File: src/rtl/receiver_hs.sv
// ---------------------------------------------------------------------------
// receiver_hs
//   Receive-side endpoint of a 4-phase req/ack bundled-data clock-domain
//   crossing. The asynchronous request is synchronised into clk_r. The
//   bundled data bus is captured once the synchronised request is seen. The
//   acknowledge goes back to the sender, and each captured byte is offered to
//   a local consumer over a valid/rd_en handshake with backpressure.
//
// Parameters
//   SYNC_STAGES : flops in the req_in synchroniser chain (2..4)
//   CNT_W       : width of the received-byte counter
//
// Ports
//   clk_r      in   receive-domain clock
//   reset_r    in   synchronous, active-high reset
//   req_in     in   asynchronous request; data valid while high
//   datain     in   8-bit bundled data, stable while req_in is high
//   ack_out    out  registered acknowledge to the sender
//   dataout    out  registered captured byte
//   valid      out  dataout holds an unread byte
//   rd_en      in   consumer takes dataout when valid is high
//   busy       out  FSM is outside IDLE
//   rx_count   out  bytes captured since reset (wraps silently)
//
// Optional feature (macro RECEIVER_HS_PARITY_EN)
//   parity_in  in   even-parity bit sent with datain
//   parity_err out  (^datain ^ parity_in) of the last capture; 1 = error
// ---------------------------------------------------------------------------
module receiver_hs #(
    parameter int unsigned SYNC_STAGES = 2,
    parameter int unsigned CNT_W       = 16
) (
    input  logic             clk_r,
    input  logic             reset_r,
    input  logic             req_in,
    input  logic [7:0]       datain,
    output logic             ack_out,
    output logic [7:0]       dataout,
    output logic             valid,
    input  logic             rd_en,
    output logic             busy,
`ifdef RECEIVER_HS_PARITY_EN
    input  logic             parity_in,
    output logic             parity_err,
`endif
    output logic [CNT_W-1:0] rx_count
);

    typedef enum logic [1:0] {
        StIdle,
        StAck,
        StWaitLow
    } state_e;

    state_e                 state_q, state_d;
    logic [SYNC_STAGES-1:0] sync_q, sync_d;
    logic                   ack_q, ack_d;
    logic [7:0]             dataout_q, dataout_d;
    logic                   valid_q, valid_d;
    logic                   busy_q, busy_d;
    logic [CNT_W-1:0]       rx_count_q, rx_count_d;
    logic                   req_sync;
    logic                   capture;
`ifdef RECEIVER_HS_PARITY_EN
    logic                   parity_err_q, parity_err_d;
`endif

    // Stage 0 samples the raw asynchronous request; the last stage is safe to use.
    assign req_sync = sync_q[SYNC_STAGES-1];

    always_comb begin
        sync_d     = {sync_q[SYNC_STAGES-2:0], req_in};
        state_d    = state_q;
        ack_d      = ack_q;
        dataout_d  = dataout_q;
        valid_d    = valid_q;
        rx_count_d = rx_count_q;
        capture    = 1'b0;
`ifdef RECEIVER_HS_PARITY_EN
        parity_err_d = parity_err_q;
`endif

        case (state_q)
            StIdle: begin
                // Hold off the sender (no ack) while an unread byte is pending.
                if (req_sync && (!valid_q || rd_en)) begin
                    capture = 1'b1;
                    ack_d   = 1'b1;
                    state_d = StAck;
                end
            end
            StAck: begin
                ack_d   = 1'b1;
                state_d = StWaitLow;
            end
            StWaitLow: begin
                // Return to zero before another capture is allowed.
                if (!req_sync) begin
                    ack_d   = 1'b0;
                    state_d = StIdle;
                end
            end
            default: begin
                ack_d   = 1'b0;
                state_d = StIdle;
            end
        endcase

        // A capture on the same edge as a read keeps valid high with the new byte.
        if (capture) begin
            dataout_d  = datain;
            valid_d    = 1'b1;
            rx_count_d = rx_count_q + CNT_W'(1);
`ifdef RECEIVER_HS_PARITY_EN
            parity_err_d = (^datain) ^ parity_in;
`endif
        end else if (valid_q && rd_en) begin
            valid_d = 1'b0;
        end

        busy_d = (state_d != StIdle);
    end

    always_ff @(posedge clk_r) begin
        if (reset_r) begin
            state_q    <= StIdle;
            sync_q     <= '0;
            ack_q      <= 1'b0;
            dataout_q  <= 8'h00;
            valid_q    <= 1'b0;
            busy_q     <= 1'b0;
            rx_count_q <= '0;
`ifdef RECEIVER_HS_PARITY_EN
            parity_err_q <= 1'b0;
`endif
        end else begin
            state_q    <= state_d;
            sync_q     <= sync_d;
            ack_q      <= ack_d;
            dataout_q  <= dataout_d;
            valid_q    <= valid_d;
            busy_q     <= busy_d;
            rx_count_q <= rx_count_d;
`ifdef RECEIVER_HS_PARITY_EN
            parity_err_q <= parity_err_d;
`endif
        end
    end

    assign ack_out  = ack_q;
    assign dataout  = dataout_q;
    assign valid    = valid_q;
    assign busy     = busy_q;
    assign rx_count = rx_count_q;
`ifdef RECEIVER_HS_PARITY_EN
    assign parity_err = parity_err_q;
`endif

endmodule

File: config.mk
export PLATFORM = sky130hd
export DESIGN_NAME = receiver_hs
export DESIGN_NICKNAME = d
export VERILOG_FILES = /design/src/rtl/receiver_hs.sv
export SDC_FILE = /design/constraint.sdc
export NUM_CORES = 1
export LEC_CHECK = 0
export ABC_AREA = 1
export ABC_CLOCK_PERIOD_IN_PS = 2050
export BUFFER_PORTS_ARGS = -buffer_cell sky130_fd_sc_hd__buf_2
export CORE_MARGIN = 5
export CORE_UTILIZATION = 35
export DETAILED_ROUTE_END_ITERATION = 6
export GPL_TIMING_DRIVEN = 0
export SLEW_MARGIN = 25
export SYNTH_ARGS = -nofsm -noshare
export SYNTH_HDL_FRONTEND = slang
export SYNTH_SLANG_ARGS = --single-unit
File: constraint.sdc
create_clock -name clk_r -period 2.05 [get_ports clk_r]
set_clock_uncertainty 0.15 [all_clocks]
set_input_delay 0.1025 -clock clk_r [delete_from_list [all_inputs] [get_ports clk_r]]
set_output_delay 0.1025 -clock clk_r [all_outputs]
set_load 0.01 [all_outputs]
==> flow_summary.yaml <==
run_status:
  status: "completed"
cells_and_area:
  final_cells: 305
  multi_input_area_um2: 649
  drive_gt1_share_pct: 22.4
  nFillCells: 417
  antenna_cells: 0
  nets: 267
  area_growth_pct: 31.8
  regArea_um2: 621
cts:
  htree_levels: 2
  cts_resized: 0
  cts_setup_buffers: 0
  clk-insertion-delay-late_ps: 290
  numCtsBuffers: 5
  cts_tree: "yes"
  cts.hold.buffers_added: 10
  clkSinkCount: 31
  root_buffer: "clkbuf_8"
  clockBufferDepth: 2
  cts.clk_slew.worst_paths_ps: 70
yosys:
  synth_warnings: 0
  synth-adder-area-share_pct: 0.891
  synth_area_leader_cell: "dfxtp_1"
  synth_top_area_share_pct: 44.2
  muxShareOfSynthArea_pct: 0
  ys_types: 22
  syn_area_um2: 1400
  synth_fp_nets: 212
  synth_compound_area_share_pct: 8.38
  synth_seq_cells: 31
  synth_top_family_by_area: "simple AND/OR/NAND/NOR gates"
  synthCells: 199
  synth_area_leaders: "dfxtp_1, nand2_1, inv_1, nor2_1, a21oi_1"
  synth_xor_area_share_pct: 1.25
  ys_seq_area_share_pct: 44.2
  yosys.area_share.simple_pct: 35.7
  avgSynthCellArea_um2: 7.05
sta:
  finalSetupTns_ps: 0
  rsz0062_at_grt: "no"
  drv_slew: 0
  fmaxAchievable_ghz: 0.615
  relSlewSlack_pct: 70.5
  finalSetupViolCount: 0
  post-route-period-util_pct: 79.3
  fin_crit_ps: 1630
  worst_slew_pin_slew_ps: 442
  finalHoldViolCount: 0
die:
  initial_core_util_pct: 35.6
  fp.dieH_um: 73.3
  io_pins: 39
  rows: 23
  chipWidth_um: 73.3
  coreArea_um2: 3940
  die-area_um2: 5380
hold_path:
  hold_start: "rd_en"
  min_path_type: "in -> reg"
  min_path_cells: 4
critical_path:
  rrSetupSlack_ps: 420
  reg2reg_from: "rx_count[0]"
  critPathCaptureType: "register"
  crit_fanout: 5
  r2r_cells: 8
  cp-start-kind: "register"
  cp-startpoint: "rx_count[0]"
  crit_arrival_ps: 1650
  crit_required_ps: 2070
  crit_type: "reg -> reg"
power_and_ir_drop:
  combPwrFrac_pct: 7.3
  p_int_mw: 0.899
  clkPwrFrac_pct: 40.8
  power_switching_mw: 0.301
  p_leak_nw: 0.877
  vdd_drop_max_v: 0.000409
  switching_share_pct: 25.1
  power_density_nw_per_um2: 648
  p_seq_share_pct: 51.9
routing:
  drt-total-wl_um: 3100
  drc: 0
  drtIter0Drc: 62
  vias: 1352
  wire_per_inst_um: 10.2
  vias_per_cell: 4.43
  dr.pass1.iters: 4
  ant_nets: 0
placement:
  placed_cells: 287
  portBuffers: 38
  place_congestion: 0.817
  dpl.hpwl_um: 2250
run:
  maxCapViolations: 0
grt:
  grt_usage_pct: 12.9
  overflow: 0
  grt_pass1_vias: 1235
  grt_pass1_wl_um: 5420
  grt_max_degree: 13
  antenna_found_initial: 0
stage by stage:
step	utilization (%)	total power [mW]	cell area, µm²	setup WS (ps)	hold WS, ps
global route	46.9	1.26	1850	277	59.6
detailed placement	42.0	0.711	1660	455	166
finish	46.9	1.20	1850	425	37.5
CTS	46.9	1.22	1850	429	35.6
global placement	42.0	0.711	1660	462	161
floorplan	-	0.680	1400	537	59.5
critical path: stages (launching register included):
cell	delay [ps]
dfxtp_1	400
ha_1	190
nand2_1	100
nor2_1	100
nand2_1	90
nor2_4	170
nand2_1	90
o21ai_0	170
nor2_1	50
registers in the layout (all words and copies together) (netlist names):
register / count
valid: 1
busy: 1
sync_q: 2
rx_count: 16
ack_out: 1
state_q: 2
dataout: 8
synthesized netlist by cell type:
| cell | n |
|---|---|
| nand4_1 | 6 |
| nand2_1 | 51 |
| nor3_1 | 5 |
| nand2_2 | 1 |
| o31ai_1 | 1 |
| nor2_1 | 29 |
| nor2_4 | 3 |
| buf_4 | 1 |
| nor2_8 | 1 |
| nor2_2 | 1 |
| a21oi_1 | 18 |
| dfxtp_1 | 31 |
| inv_1 | 29 |
| xnor2_1 | 1 |
| o21ai_0 | 4 |
| clkbuf_1 | 2 |
| nand3_4 | 1 |
| ha_1 | 1 |
| nand3_2 | 1 |
| nand3_1 | 9 |
| buf_2 | 2 |
| xor2_1 | 1 |
routing by layer:
metal / share of wire, % / vias up / track usage, %
li1: - / 731 / -
met1: 49 / 584 / 16.1
met2: 45 / 31 / 20.6
met3: 4.6 / 6 / 4.10
met4: 2.0 / 0 / 5.43
met5: 0 / - / 0
layout by cell type, fill, tap and decap left out, drive strengths merged:
cell type,instances
o21ai,4
nor2,34
clkinv,2
inv,29
ha,1
xor2,1
a21oi,18
clkinvlp,1
dfxtp,31
nand2,52
clkbuf,7
nor3,5
o31ai,1
xnor2,1
nand4,6
dlygate4sd3,10
buf,41
nand3,11
worst paths after layout:
path,endpoint
max,rx_count[8]
min,valid
max reg2reg,rx_count[8]
min reg2reg,sync_q[1]
layout make-up:
cell class | count | share of cell area [%]
sequential | 31 | 33.5
inverter | 29 | 5.88
tap | 50 | 3.38
clock inverter | 3 | 1.35
multi-input combinational | 134 | 35.1
buffer | 5 | 1.35
timing repair buffer | 48 | 15.7
clock buffer | 5 | 3.72
power groups by stage:
stage                     Sequential (mW)  Clock (mW)  Combinational (mW)
final                               0.622       0.489              0.0880
after CTS                           0.622       0.512              0.0895
after global routing                0.624       0.534               0.101
after floorplan                     0.641           0              0.0397
after global placement              0.636           0              0.0742
after detailed placement            0.637           0              0.0746
cells by family after synthesis:
family / Yosys count
DFF: 31
xor gates and xnor gates: 2
and+or+nand+nor: 108
adders and majority gates: 1
AOI/OAI and AO/OA: 23
buffers and inverters: 34
Power figures use the tool's default switching activity.
